### src/rtl/fnn_pkg.sv
// Shared types and width helpers for the fixed-point neuron datapath.
package fnn_pkg;

  typedef enum logic [1:0] {S_ACC, S_DRAIN, S_FINAL, S_OUT} neuron_state_t;

  localparam int DATA_WIDTH = 16;

  function automatic int accWidth(input int data_w, input int num_weight);
    return 2 * data_w + $clog2(num_weight);
  endfunction

  function automatic longint sat_max(input int data_w);
    return (longint'(1) <<< (data_w - 1)) - 1;
  endfunction

  function automatic longint sat_min(input int data_w);
    return -(longint'(1) <<< (data_w - 1));
  endfunction

  localparam longint SAT_MAX = sat_max(DATA_WIDTH);
  localparam longint SAT_MIN = sat_min(DATA_WIDTH);

endpackage

### src/rtl/neuron_mac_if.sv
// Activation stream in, weight-memory port, activation stream out.
interface neuron_mac_if #(
  parameter int numWeight    = 30,
  parameter int dataWidth    = 16,
  parameter int addressWidth = $clog2(numWeight)
);
  logic                        in_valid;
  logic signed [dataWidth-1:0] in_data;
  logic                        in_ready;

  logic                          w_ren;
  logic [addressWidth-1:0]       w_radd;
  logic                          w_wen;
  logic [addressWidth-1:0]       w_wadd;
  logic signed [dataWidth-1:0]   w_win;
  logic signed [dataWidth-1:0]   w_data;

  logic                 out_valid;
  logic [dataWidth-1:0] out_data;
  logic                 out_ready;

  modport master (
    output in_valid, in_data, w_data, out_ready,
    input  in_ready, w_ren, w_radd, w_wen, w_wadd, w_win, out_valid, out_data
  );

  modport slave (
    input  in_valid, in_data, w_data, out_ready,
    output in_ready, w_ren, w_radd, w_wen, w_wadd, w_win, out_valid, out_data
  );
endinterface

### src/rtl/relu_sat.sv
// Rescales a wide accumulator back to activation format, saturates and applies ReLU.
module relu_sat
  import fnn_pkg::*;
#(
  parameter int dataWidth = DATA_WIDTH,
  parameter int fracBits  = 12,
  parameter int accW      = accWidth(DATA_WIDTH, 30)
) (
  input  logic signed [accW-1:0]  sum_i,
  output logic [dataWidth-1:0]    res_o
);

  localparam logic signed [accW-1:0] MaxV = accW'(sat_max(dataWidth));
  localparam logic signed [accW-1:0] MinV = accW'(sat_min(dataWidth));

  logic signed [accW-1:0]      shifted;
  logic signed [dataWidth-1:0] sat;

  // NOTE: every output gets a value before any branch, so no latch is inferred.
  always_comb begin
    shifted = sum_i >>> fracBits;
    sat     = shifted[dataWidth-1:0];
    if (shifted > MaxV)      sat = MaxV[dataWidth-1:0];
    else if (shifted < MinV) sat = MinV[dataWidth-1:0];
    res_o = sat[dataWidth-1] ? '0 : sat;
  end

endmodule

### src/rtl/neuron_mac.sv
// One neuron: streamed multiply-accumulate against its weight memory, bias, rescale, ReLU.
module neuron_mac
  import fnn_pkg::*;
#(
  parameter int numWeight    = 30,
  parameter int addressWidth = $clog2(numWeight),
  parameter int dataWidth    = DATA_WIDTH,
  parameter int fracBits     = 12,
  parameter int biasValue    = 0
) (
  input  logic         clk,
  input  logic         rst_n,
  neuron_mac_if.slave  bus
);

  localparam int AccW = accWidth(dataWidth, numWeight);
  localparam int ProdW = 2 * dataWidth;
  localparam logic [addressWidth-1:0] LastIdx = addressWidth'(numWeight - 1);
  localparam logic signed [dataWidth-1:0] BiasD = dataWidth'(biasValue);
  localparam logic signed [AccW-1:0] BiasExt = AccW'(BiasD) <<< fracBits;

  neuron_state_t               state_q;
  logic [addressWidth-1:0]     cnt_q;
  logic                        drain_q;
  logic                        s1_valid_q;
  logic signed [dataWidth-1:0] s1_data_q;
  logic                        s2_valid_q;
  logic signed [ProdW-1:0]     prod_q;
  logic signed [AccW-1:0]      acc_q;
  logic                        out_valid_q;
  logic [dataWidth-1:0]        out_data_q;

  logic                 in_ready;
  logic                 accept;
  logic signed [AccW-1:0] sum;
  logic [dataWidth-1:0] relu_res;

  assign in_ready = (state_q == S_ACC);
  assign accept   = bus.in_valid & in_ready;
  assign sum      = acc_q + BiasExt;

  relu_sat #(
    .dataWidth(dataWidth),
    .fracBits (fracBits),
    .accW     (AccW)
  ) u_relu_sat (
    .sum_i(sum),
    .res_o(relu_res)
  );

  // NOTE: all state updates use non-blocking assignments so every register samples pre-edge values.
  always_ff @(posedge clk or negedge rst_n) begin
    if (!rst_n) begin
      state_q     <= S_ACC;
      cnt_q       <= '0;
      drain_q     <= 1'b0;
      s1_valid_q  <= 1'b0;
      s1_data_q   <= '0;
      s2_valid_q  <= 1'b0;
      prod_q      <= '0;
      acc_q       <= '0;
      out_valid_q <= 1'b0;
      out_data_q  <= '0;
    end else begin
      s1_valid_q <= accept;
      if (accept) s1_data_q <= bus.in_data;
      // w_data arrives one cycle after the read, aligned with stage 1
      s2_valid_q <= s1_valid_q;
      if (s1_valid_q) prod_q <= ProdW'(s1_data_q) * ProdW'(bus.w_data);
      if (s2_valid_q) acc_q <= acc_q + AccW'(prod_q);

      unique case (state_q)
        S_ACC: begin
          if (accept) begin
            if (cnt_q == LastIdx) begin
              cnt_q   <= '0;
              state_q <= S_DRAIN;
            end else begin
              cnt_q <= cnt_q + addressWidth'(1);
            end
          end
        end
        S_DRAIN: begin
          drain_q <= ~drain_q;
          if (drain_q) state_q <= S_FINAL;
        end
        S_FINAL: begin
          out_data_q  <= relu_res;
          out_valid_q <= 1'b1;
          state_q     <= S_OUT;
        end
        S_OUT: begin
          if (bus.out_ready) begin
            out_valid_q <= 1'b0;
            acc_q       <= '0;
            state_q     <= S_ACC;
          end
        end
        default: state_q <= S_ACC;
      endcase
    end
  end

  assign bus.in_ready  = in_ready;
  assign bus.w_ren     = accept;
  assign bus.w_radd    = cnt_q;
  assign bus.w_wen     = 1'b0;
  assign bus.w_wadd    = '0;
  assign bus.w_win     = '0;
  assign bus.out_valid = out_valid_q;
  assign bus.out_data  = out_data_q;

endmodule

### src/flat_wrapper.sv
// flat-port wrapper written by rule: the top's interface ports become plain ports
module neuron_mac_flat import fnn_pkg::*;
#(
  parameter int numWeight    = 30,
  parameter int addressWidth = $clog2(numWeight),
  parameter int dataWidth    = DATA_WIDTH,
  parameter int fracBits     = 12,
  parameter int biasValue    = 0
)
  (clk, rst_n, bus_in_valid, bus_in_data, bus_w_data, bus_out_ready, bus_in_ready, bus_w_ren, bus_w_radd, bus_w_wen, bus_w_wadd, bus_w_win, bus_out_valid, bus_out_data);
  neuron_mac_if #(.numWeight(numWeight), .dataWidth(dataWidth), .addressWidth(addressWidth)) bus_i ();
  input  logic clk;
  input  logic rst_n;
  input wire logic [$bits(bus_i.in_valid)-1:0] bus_in_valid;
  input wire logic [$bits(bus_i.in_data)-1:0] bus_in_data;
  input wire logic [$bits(bus_i.w_data)-1:0] bus_w_data;
  input wire logic [$bits(bus_i.out_ready)-1:0] bus_out_ready;
  output wire logic [$bits(bus_i.in_ready)-1:0] bus_in_ready;
  output wire logic [$bits(bus_i.w_ren)-1:0] bus_w_ren;
  output wire logic [$bits(bus_i.w_radd)-1:0] bus_w_radd;
  output wire logic [$bits(bus_i.w_wen)-1:0] bus_w_wen;
  output wire logic [$bits(bus_i.w_wadd)-1:0] bus_w_wadd;
  output wire logic [$bits(bus_i.w_win)-1:0] bus_w_win;
  output wire logic [$bits(bus_i.out_valid)-1:0] bus_out_valid;
  output wire logic [$bits(bus_i.out_data)-1:0] bus_out_data;
  assign bus_i.in_valid = bus_in_valid;
  assign bus_i.in_data = bus_in_data;
  assign bus_i.w_data = bus_w_data;
  assign bus_i.out_ready = bus_out_ready;
  assign bus_in_ready = bus_i.in_ready;
  assign bus_w_ren = bus_i.w_ren;
  assign bus_w_radd = bus_i.w_radd;
  assign bus_w_wen = bus_i.w_wen;
  assign bus_w_wadd = bus_i.w_wadd;
  assign bus_w_win = bus_i.w_win;
  assign bus_out_valid = bus_i.out_valid;
  assign bus_out_data = bus_i.out_data;
  neuron_mac #(.numWeight(numWeight), .addressWidth(addressWidth), .dataWidth(dataWidth), .fracBits(fracBits), .biasValue(biasValue)) u_core (.clk(clk), .rst_n(rst_n), .bus(bus_i));
endmodule
### config.mk
export PLATFORM = sky130hd
export DESIGN_NAME = neuron_mac_flat
export DESIGN_NICKNAME = d
export VERILOG_FILES = /design/src/rtl/fnn_pkg.sv /design/src/rtl/neuron_mac_if.sv /design/src/rtl/relu_sat.sv /design/src/rtl/neuron_mac.sv /design/src/flat_wrapper.sv
export SDC_FILE = /design/constraint.sdc
export NUM_CORES = 1
export LEC_CHECK = 0
export BUFFER_PORTS_ARGS = -buffer_cell sky130_fd_sc_hd__buf_2
export CAP_MARGIN = 20
export CELL_PAD_IN_SITES_DETAIL_PLACEMENT = 2
export CELL_PAD_IN_SITES_GLOBAL_PLACEMENT = 2
export CORE_ASPECT_RATIO = 1.2
export CORE_MARGIN = 3
export CORE_UTILIZATION = 29
export CTS_CLUSTER_DIAMETER = 50
export CTS_CLUSTER_SIZE = 25
export DETAILED_ROUTE_END_ITERATION = 12
export PLACE_DENSITY = 0.58
export SYNTH_ARGS = -nofsm -noshare
export SYNTH_HDL_FRONTEND = slang
export SYNTH_HIERARCHICAL = 1
export SYNTH_SLANG_ARGS = --single-unit
### constraint.sdc
create_clock -name clk -period 8.2 [get_ports clk]
set_input_delay 1.64 -clock clk [delete_from_list [all_inputs] [get_ports clk]]
set_output_delay 1.64 -clock clk [all_outputs]
set_load 0.02 [all_outputs]
# Word-level counts from Yosys, hierarchy flattened

Index checks and enable logic that the tools add are counted.

Add/sub/neg operators: 2
Multipliers: 1
Divide/modulo/power cells: 0
Order comparisons: 2
Eq/ne operators: 8
Shift operators: 0
Mux-type cells: 14
Bitwise operators: 2
Reduce and logical (&&, ||, !) cells: 5

Operator list:

| kind                   | number |
|---|---|
| $mux W37               | 3 |
| $add A37 B32 Y37       | 1 |
| $mul A16 B16 Y32       | 1 |
| $mux W16               | 2 |
| $gt A25 B16 Y1 const B | 1 |
| $lt A25 B16 Y1 const B | 1 |
| $mux W15               | 1 |
| $mux W2                | 4 |
| $pmux W2 S4            | 1 |
| $ne A2 B2 Y1 const B   | 3 |
| $add A5 B1 Y5 const B  | 1 |
| $eq A5 B5 Y1 const B   | 1 |
| $mux W5                | 1 |
| $eq A2 B2 Y1 const B   | 2 |
| $reduce_and A2 Y1      | 2 |
| $reduce_and A4 Y1      | 1 |
| $eq A2 B1 Y1 const B   | 1 |
| $logic_not A2 Y1       | 1 |
| $ne A2 B1 Y1 const B   | 1 |
| $pmux W1 S2            | 1 |
| $reduce_bool A2 Y1     | 1 |
| $and A1 B1 Y1          | 1 |
| $mux W1                | 1 |
| $not A1 Y1             | 1 |

Register bits: 112
Bits in latches: 0
Bits in writable memories: 0
ROM bits: 0
Input bits: 36
Output and inout bits: 46
Word-level logic and storage cells: 44
Memories: 0

# Logic depth before layout (Yosys ltp)

Gate-level depths: netlist of run 1.

Depth after elaboration: 4
Gate-level depth with buffers: 25
Depth with buffers taken out: 24

# Hierarchy

The synthesis of run 1 kept the hierarchy.

Modules (own cells, without submodules):

| module     | times used | cells an instance | area each (um2) | seq. area each (um2) |
|---|---|---|---|---|
| neuron_mac | 1          | 1714              | 16276.9         | 2802.7 |
| relu_sat   | 1          | 39                | 254.0           | 0.0 |

# Least setup slack after synthesis of run 1

OpenSTA, ideal clock, no wires.

Path kind: input-to-reg
Start point: in bus_w_data[8]
End point: reg u_core.prod_q[31]
Setup time: 0.125 ns
Arrival time: 7.301 ns
Data required time: 8.075 ns
Slack: 0.774 ns
Cell stages on the path: 24
Cells stage by stage: clkbuf_1 > nand2_1 > fa_1 > inv_1 > fa_1 > inv_1 > fa_1 > inv_1 > fa_1 > fa_1 > inv_1 > fa_1 > inv_1 > ha_1 > a21o_1 > a21oi_1 > o21ai_0 > a221oi_1 > o41a_1 > o211ai_1 > a31o_2 > a21oi_1 > xnor2_1 > mux2_2

Cells in the longest elaborated chain, start to end: 1

RTL lines:

| what                   | RTL line           | RTL |
|---|---|---|
| start: declaration     | flat_wrapper.sv:16 | `input wire logic [$bits(bus_i.w_data)-1:0] bus_w_data;` |
| $mul A16 B16 Y32       | neuron_mac.sv:69   | `if (s1_valid_q) prod_q <= ProdW'(s1_data_q) * ProdW'(bus.w_data);` |
| end signal: assignment | neuron_mac.sv:69   |  |
| end: declaration       | neuron_mac.sv:28   | `logic signed [ProdW-1:0] prod_q;` |

No other way between the ends.
A chain may end at the register's enable or synchronous reset.

# Final worst setup path of run 1

Start point: in bus_w_data[6]
End point: reg u_core.prod_q[30]

Same word-level chain as after synthesis.

==> results of run 1 <==
==> logic make-up (layout without fill, tap and decap cells) <==
family	after synthesis	after routing	share of synthesized area, %
and+or+nand+nor	450	450	13.3
xor gates and xnor gates	65	65	3.44
DFF	112	112	17.0
buffers and inverters	426	438	10.3
AOI/OAI and AO/OA	228	228	9.20
other	2	24	0.0454
muxes	83	83	5.46
adders and majority gates	387	387	41.2
==> final cells by class <==
| cell class | instances | area, sq um | share of cell area [%] |
|---|---|---|---|
| multi-input cells | 1236 | 12100 | 67.7 |
| flip-flops and latches | 112 | 2800 | 15.7 |
| inverters | 338 | 1270 | 7.09 |
| well taps | 727 | 910 | 5.09 |
| repair buffers | 84 | 505 | 2.83 |
| clock buffers | 10 | 229 | 1.28 |
| clock inverters | 6 | 61.3 | 0.343 |
| diodes | 1 | 2.50 | 0.0140 |
==> worst register-to-register path, stage by stage, from the launching register on <==
cell	delay, ps
dfrtp_1	850
nand2_1	210
inv_1	170
fa_1	560
fa_1	890
fa_1	530
fa_1	520
fa_1	510
inv_1	50
fa_1	480
inv_1	40
ha_1	280
nand2_1	60
nor2_1	290
o2111ai_1	290
a41oi_1	440
a211o_1	180
a21oi_1	70
xnor2_1	130
mux2_2	260
==> state kept, by name (all words and copies together), names as in the netlist <==
signal,cells
u_core/acc_q,37
u_core/bus.w_radd,5
u_core/prod_q,32
u_core/s1_data_q,16
u_core/s1_valid_q,1
u_core/bus.out_data,16
u_core/s2_valid_q,1
u_core/bus.out_valid,1
u_core/state_q,2
u_core/drain_q,1
==> stage by stage <==
stage,cells,util (%)
final,2514,31.8
after global routing,2513,31.8
after CTS,2512,31.8
after detailed placement,2496,31.2
after global placement,2496,31.2
after floorplan,1774,-
==> cell usage after synthesis (25+ instances only) <==
cell / number / area (sq um)
ha_1: 124 / 1550
o21ai_0: 46 / 230
a21oi_1: 71 / 355
xnor2_1: 46 / 403
nand2_1: 161 / 604
nor2_1: 77 / 289
inv_1: 338 / 1270
and2_1: 126 / 788
dfrtp_1: 112 / 2800
mux2i_1: 25 / 250
mux2_2: 58 / 653
fa_1: 263 / 5270
clkbuf_1: 59 / 221
==> path summary, 6_finish.rpt <==
check,startpoint,end,depth (start not counted)
worst max-delay path,bus_w_data[6],u_core/prod_q[30],23
worst min-delay path,u_core/drain_q,u_core/drain_q,1
worst max register to register,u_core/s1_data_q[15],u_core/prod_q[30],19
worst min register to register,u_core/drain_q,u_core/drain_q,1
max in group asynchronous,rst_n,u_core/prod_q[16],2
min in group asynchronous,rst_n,u_core/acc_q[10],1
==> per-layer routing <==
metal / routed length, um / global-route usage [%] / part of all wire [%] / vias to the layer above
met1: 19500 / 19.6 / 42 / 6242
li1: - / - / - / 5522
met2: 25800 / 32.2 / 55 / 93
met5: 0 / 0 / 0 / -
met4: 660 / 3.06 / 1.4 / 0
met3: 772 / 1.57 / 1.7 / 31
==> impl_metrics.ini, run 1 <==
[cells_and_area]
layout-drive-gt1-share_pct = 9.57
mostFrequentLayoutCell = inv_1
areaGrowthSynthToFinish_pct = 8.17
fin_nets = 2204
design_area_sq_mm = 0.0179
layout_common_cells = 338 x inv_1, 263 x fa_1, 161 x nand2_1, 126 x and2_1, 124 x ha_1
final.fill_count = 6249

[timing]
finalCriticalPeriod_ps = 7560
tightest_slew_ps = 818
fmax_ghz = 0.132
final_hold_viol_count = 0
finalSetupViolCount = 0
tns_ps = 0
whs_ps = 472
min_period_over_period_pct = 92.3
slew_violations = 0
rsz0062_at_grt = no
worst_slack_ps = 635
clock_skew_ps = 19.3
slew_headroom_pct = 45.4

[run]
maxCapViolations = 0

[yosys]
postSynthAreaPerCell_sq_um = 9.43
seq_area_frac_synth_pct = 17.0
yosysWarnings = 6
yosysUniqueCellTypes = 59
async_flop_share_pct = 100
synth_edf_count = 0
ys_ff_latch = 112
synth_ff_type = dfrtp_1
synth_cells = 1753
syn-cell-area_sq_mm = 0.0165

[drt]
drt-initial-drc-count = 272
vias = 11888
drc = 0
viasPerCell = 4.73
ant_nets = 0
drt-wirelength-per-cell_um = 18.6
first_pass_iters = 4
routed_wl_um = 46800

[place]
dp_hpwl_um = 38900
placed_area_sq_mm = 0.0176
pre_cts_ws_ps = 206
io_buffers = 59
gp_congestion = 0.760

[floorplan]
die_h_um = 268
die-area_sq_mm = 0.0599
core_area_sq_mm = 0.0562
num_rows = 95
io_pins = 82
start_util_pct = 29.4
die_x_um = 224

[clock_tree]
cts_buffer_depth = 2
cts-root-buf = clkbuf_16
tritoncts = done
cts_buffers = 9
cts_resized = 0
hold_buffers = 0
clk_latency_ps = 380
cts.sinks = 112
clkTransAtPathRegs_ps = 90
post_cts_buffers = 0
cts.htree.levels = 3

[run_status]
status = finished clean

[setup_path]
crit_fanout = 16
r2r_slack_ps = 1270
cp_common_cell = fa_1
worst_setup_path_start_kind = input port
cp_top_family = adder cells
required_ps = 8470
cp_num_buf_inv = 5
crit_arrival_ps = 7830
worst_setup_path_end_kind = flip-flop
cpPeakStageDelay_ps = 560
worst_path_max_delay_cell = fa_1
cp_cell_sequence = buf_2, and2_1, fa_1, inv_1, fa_1, fa_1, fa_1, inv_1, fa_1, inv_1, fa_1, inv_1, ha_1, a21oi_1, o21bai_1, a21oi_1, o21ai_0, o2111ai_1, a41oi_1, a211o_1, a21oi_1, xnor2_1, mux2_2
crit_type = in2reg

[global_routing]
grt_antenna_before_repair = 0
grt_start_max_net_pins = 62
grt_overflow = 0
grt_pass1_wl_um = 77800
grt_pass1_vias = 14314
grt_usage_pct = 16.5

[min_path]
hold_path.class = reg2reg
Power of run 1 is left out: the tool's default activity adds up to more than one toggle a clock period on the data nets, which glitch-free logic cannot reach.
==> run 2, diff against run 1 <==
--- a/config.mk
+++ b/config.mk
@@ -5,6 +5,7 @@
 export SDC_FILE = /design/constraint.sdc
 export NUM_CORES = 1
 export LEC_CHECK = 0
+export ABC_AREA = 1
 export BUFFER_PORTS_ARGS = -buffer_cell sky130_fd_sc_hd__buf_2
 export CAP_MARGIN = 20
 export CELL_PAD_IN_SITES_DETAIL_PLACEMENT = 2
@@ -15,7 +16,8 @@
 export CTS_CLUSTER_DIAMETER = 50
 export CTS_CLUSTER_SIZE = 25
 export DETAILED_ROUTE_END_ITERATION = 12
-export PLACE_DENSITY = 0.58
+export PLACE_DENSITY = 0.66
+export RECOVER_POWER = 25
 export SYNTH_ARGS = -nofsm -noshare
 export SYNTH_HDL_FRONTEND = slang
 export SYNTH_HIERARCHICAL = 1
==> impl_metrics.ini, run 2 <==
[global_routing]
grt_most_used_layer = met2
grt_overflow = 0
grt_antenna_before_repair = 0
met3_usage_pct = 1.03
grt_pass1_vias = 17918
grt_pass1_wl_um = 101000
grt_usage_pct = 19.9
use_met2_pct = 39.6
grt_start_max_net_pins = 65
grt_use_met1_pct = 22.5

[cells_and_area]
largest-register = u_core/acc_q
diodes = 0
top_regs = u_core/acc_q x37, u_core/prod_q x32
final.fill_count = 7204
layout-drive-gt1-share_pct = 6.55
areaGrowthSynthToFinish_pct = 7.67
mostFrequentLayoutCell = nand2_1
largest_reg_flops = 37
layout_common_cells = 613 x nand2_1, 575 x inv_1, 263 x fa_1, 171 x nor2_1, 124 x ha_1
fin_nets = 2831

[drt]
drt-initial-drc-count = 422
viasPerCell = 4.68
drt-wirelength-per-cell_um = 19.5
ant_nets = 0
routed_wl_um = 62700
first_pass_iters = 4
vias = 15059
drc = 0

[floorplan]
die_x_um = 233
core_area_sq_mm = 0.0611
io_pins = 82
num_rows = 99
start_util_pct = 29.4
die-area_sq_mm = 0.0649
die_h_um = 279

[yosys]
synth_area_leaders = fa_1 29%, dfrtp_1 16%, nand2_1 13%, inv_1 12%, ha_1 8.6%
syn-cell-area_sq_mm = 0.0179
synth_cells = 2408
yosys.area.top_type_share_pct = 29.3
yosysWarnings = 6
ys_ff_latch = 112
synth_edf_count = 0
synth_area_leader_cell = fa_1
async_flop_share_pct = 100
synth_ff_type = dfrtp_1
yosysUniqueCellTypes = 51
seq_area_frac_synth_pct = 15.6
yosys-top-cells-count = 613 x nand2_1, 575 x inv_1, 263 x fa_1
postSynthAreaPerCell_sq_um = 7.45
synth_most_common_cell = nand2_1

[place]
gp_congestion = 0.847
io_buffers = 59
dp_hpwl_um = 53600

[run_status]
violations = max-capacitance violations, max-slew violations
status = finished with violations

[timing]
finalCriticalPeriod_ps = 7350
tns_ps = 0
final_hold_viol_count = 0
rsz0062_at_grt = no
slew_headroom_pct = -112
slew_violations = 52
fmax_ghz = 0.136
clock_skew_ps = 18.6
tightest_slew_ps = 3180
whs_ps = 515
finalSetupViolCount = 0
min_period_over_period_pct = 89.7

[min_path]
hold_path.class = reg2reg
whs_path_depth = 1

[clock_tree]
cts-root-buf = clkbuf_16
cts_resized = 0
cts_buffers = 9
cts.htree.levels = 3
cts_buffer_depth = 2
hold_buffers = 0
post_cts_buffers = 0
cts.sinks = 112
clkTransAtPathRegs_ps = 100
tritoncts = done
clk_latency_ps = 390

[setup_path]
worst_setup_path_end_kind = flip-flop
cp_cell_sequence = buf_2, nand2_1, fa_1, inv_1, fa_1, inv_1, fa_1, inv_1, fa_1, fa_1, inv_1, fa_1, inv_1, ha_1, a21oi_1, o21ai_0, a21oi_1, nand3_1, or2_2, nand3_1, nand2_1
crit_fanout = 16
cpPeakStageDelay_ps = 580
worst_path_max_delay_cell = fa_1
required_ps = 8480
crit_arrival_ps = 7630
crit_type = in2reg
worst_setup_path_start_kind = input port
reg2reg_depth = 20
cp_common_cell = fa_1

[run]
maxCapViolations = 1
-- run 2: changes by cell type after synthesis, sizes merged, moves of 19 or more --
cell,before,now
nand2,161,620
mux2i,25,0
inv,338,580
xnor2,46,14
clkbuf,59,78
and2,126,1
o21ai,46,79
mux2,58,16
nand3,18,85
nor2,77,181
-- run 2: worst paths after layout --
kind | from | to | slack [ps]
worst min register to register | u_core/bus.out_data[9] | u_core/bus.out_data[9] | 520
worst max register to register | u_core/s1_data_q[7] | u_core/prod_q[21] | 1370
worst min-delay path | u_core/bus.out_data[9] | u_core/bus.out_data[9] | 520
worst max-delay path | bus_w_data[7] | u_core/prod_q[21] | 850
max in group asynchronous | rst_n | u_core/s2_valid_q | 3700
min in group asynchronous | rst_n | u_core/acc_q[6] | 2310
-- run 2: final cells by class --
type / count / area [sq um] / area share, %
flip-flops and latches: 112 / 2800 / 14.5
repair buffers: 79 / 480 / 2.49
multi-input cells: 1625 / 12500 / 64.8
clock inverters: 7 / 96.3 / 0.499
clock buffers: 9 / 225 / 1.17
well taps: 808 / 1010 / 5.23
inverters: 581 / 2180 / 11.3
-- run 2: kinds of logic (layout without fill, tap and decap cells) --
family	count (synthesis)	in the layout	share of synthesized area [%]
AND/OR/NAND/NOR	953	953	21.9
buffers and inverters	692	676	15.0
adder cells (fa/ha/maj)	387	387	38.0
AO/OA/AOI/OAI	211	211	6.77
flip-flops	112	112	15.6
XOR/XNOR	35	35	1.71
multiplexers	16	16	1.00
other	2	23	0.0418
-- run 2: critical path: cells and delay by family --
family	cells	cell delay, ps
buffers and inverters	6	640
adders and majority gates	7	3630
AOI/OAI and AO/OA	3	820
and+or+nand+nor	5	880
-- run 2: stage by stage --
| step | util [%] | setup slack (ps) | instances | instance area [sq um] |
|---|---|---|---|---|
| after floorplan | - | 1140 | 2429 | 18000 |
| after global placement | 31.0 | 470 | 3203 | 19000 |
| after detailed placement | 31.1 | 350 | 3204 | 19000 |
| after CTS | 31.6 | 835 | 3220 | 19300 |
| after global routing | 31.6 | 569 | 3221 | 19300 |
| final | 31.6 | 847 | 3221 | 19300 |
-- run 2: layer usage --
layer | vias to the layer above | share of wire [%] | routed length [um]
li1 | 7075 | - | -
met3 | 62 | 0.74 | 465
met5 | - | 0 | 0
met2 | 99 | 56 | 35200
met1 | 7823 | 40 | 25200
met4 | 0 | 2.9 | 1820
Power of run 2 is left out for the same reason.
==> run 3, diff against run 2 <==
--- a/config.mk
+++ b/config.mk
@@ -5,7 +5,6 @@
 export SDC_FILE = /design/constraint.sdc
 export NUM_CORES = 1
 export LEC_CHECK = 0
-export ABC_AREA = 1
 export BUFFER_PORTS_ARGS = -buffer_cell sky130_fd_sc_hd__buf_2
 export CAP_MARGIN = 20
 export CELL_PAD_IN_SITES_DETAIL_PLACEMENT = 2
@@ -16,8 +15,9 @@
 export CTS_CLUSTER_DIAMETER = 50
 export CTS_CLUSTER_SIZE = 25
 export DETAILED_ROUTE_END_ITERATION = 12
-export PLACE_DENSITY = 0.66
+export PLACE_DENSITY = 0.62
 export RECOVER_POWER = 25
+export REMOVE_ABC_BUFFERS = 1
 export SYNTH_ARGS = -nofsm -noshare
 export SYNTH_HDL_FRONTEND = slang
 export SYNTH_HIERARCHICAL = 1
==> impl_metrics.ini, run 3 (synthesis results as in run 1) <==
[run_status]
status = finished with violations
violations = max-capacitance violations, max-slew violations

[cells_and_area]
layout-drive-gt1-share_pct = 9.50
final.fill_count = 6279
areaGrowthSynthToFinish_pct = 8.14
layout_common_cells = 338 x inv_1, 263 x fa_1, 161 x nand2_1, 126 x and2_1, 124 x ha_1
top_regs = u_core/acc_q x37, u_core/prod_q x32
diodes = 0
fin_nets = 2207
final_cells = 2516
mostFrequentLayoutCell = inv_1
design_area_sq_mm = 0.0179
largest_reg_flops = 37
largest-register = u_core/acc_q

[drt]
drc = 0
viasPerCell = 4.78
drt-wirelength-per-cell_um = 18.3
first_pass_iters = 4
drt-initial-drc-count = 362
routed_wl_um = 45900
ant_nets = 0
vias = 12036

[floorplan]
die_x_um = 224
core_area_sq_mm = 0.0562
start_util_pct = 29.4
die-area_sq_mm = 0.0599
io_pins = 82
num_rows = 95
die_h_um = 268

[min_path]
hold_path.class = reg2reg
hold_start = u_core/drain_q
whs_path_depth = 1
holdPathEnd = u_core/drain_q

[clock_tree]
cts_buffers = 9
tritoncts = done
clkTransAtPathRegs_ps = 90
cts-root-buf = clkbuf_16
post_cts_buffers = 0
cts.htree.levels = 3
clk_latency_ps = 390
cts.sinks = 112
hold_buffers = 0
cts_resized = 0
cts_buffer_depth = 2

[setup_path]
crit_type = in2reg
cpPeakStageDelay_ps = 570
cp_num_buf_inv = 5
cp_cell_sequence = buf_2, and2_1, fa_1, inv_1, fa_1, fa_1, fa_1, inv_1, fa_1, inv_1, fa_1, inv_1, ha_1, and3_1, a31oi_1, o21ai_0, a21oi_1, o41a_1, o211ai_1, a31o_2, a21oi_1, xnor2_1, mux2_2
crit_arrival_ps = 7800
r2r_end = u_core/prod_q[31]
required_ps = 8480
r2r_slack_ps = 1250
cp_common_cell = fa_1
cp_top_family = adder cells
worst_path_max_delay_cell = fa_1
crit_fanout = 16
worst_setup_path_end_kind = flip-flop
worst_setup_path_start_kind = input port
reg2reg_from = u_core/s1_data_q[7]
reg2reg_depth = 23

[global_routing]
grt_usage_pct = 16.2
grt_overflow = 0
grt_pass1_wl_um = 76900
grt_start_max_net_pins = 68
grt_pass1_vias = 14385
grt_antenna_before_repair = 0

[timing]
clock_skew_ps = 16.0
rsz0062_at_grt = no
tns_ps = 0
slew_violations = 103
worst_slack_ps = 680
final_hold_viol_count = 0
finalCriticalPeriod_ps = 7520
fmax_ghz = 0.133
slew_headroom_pct = -158
finalSetupViolCount = 0
tightest_slew_ps = 3860
min_period_over_period_pct = 91.7

[place]
dp_hpwl_um = 38300
pre_cts_ws_ps = 233
dp.cells = 2500
placed_area_sq_mm = 0.0176
io_buffers = 59
gp_congestion = 0.809

[run]
maxCapViolations = 2
==> run 3: cell count changes in the layout (fill, tap and decap cells not counted), sizes merged, moves of 12 or more <==
cell,previous run,this run
a41oi,0,17
and2,1,126
inv,585,342
mux2,16,58
mux2i,0,25
nand2,620,161
nand3,85,18
nor2,181,77
o21a,4,16
o21ai,79,46
or2,18,2
xnor2,14,46
==> run 3: per-layer routing <==
layer | share of wire (%) | up-vias | track usage (%)
li1 | - | 5528 | -
met1 | 42 | 6362 | 19.1
met2 | 55 | 106 | 31.5
met3 | 1.5 | 40 | 1.52
met4 | 1.9 | 0 | 3.87
met5 | 0 | - | 0
==> run 3: worst max-delay path by stage <==
stage	startpoint	end	slack, ps	cells past startpoint
detailed placement	bus_w_data[6]	u_core/prod_q[30]	230	23
floorplan	bus_w_data[6]	u_core/prod_q[31]	1030	22
finish	bus_w_data[6]	u_core/prod_q[31]	680	23
global placement	bus_w_data[6]	u_core/prod_q[31]	350	23
global route	bus_w_data[6]	u_core/prod_q[28]	270	22
CTS	bus_w_data[6]	u_core/prod_q[30]	650	23
==> run 3: area by class of cell <==
class	count	area, sq um	share of cell area, %
Inverter	338	1270	7.10
Timing Repair Buffer	87	497	2.78
Sequential cell	112	2800	15.7
Clock buffer	10	239	1.34
Tap cell	727	910	5.09
Multi-Input combinational cell	1236	12100	67.7
Clock inverter	6	56.3	0.315
==> run 3: through the flow <==
step	hold WS [ps]	util [%]
2_1_floorplan	439	-
3_3_place_gp	457	31.3
3_5_place_dp	463	31.3
4_1_cts	481	31.8
5_1_grt	531	31.8
6_report	475	31.8
Power of run 3 is left out for the same reason.
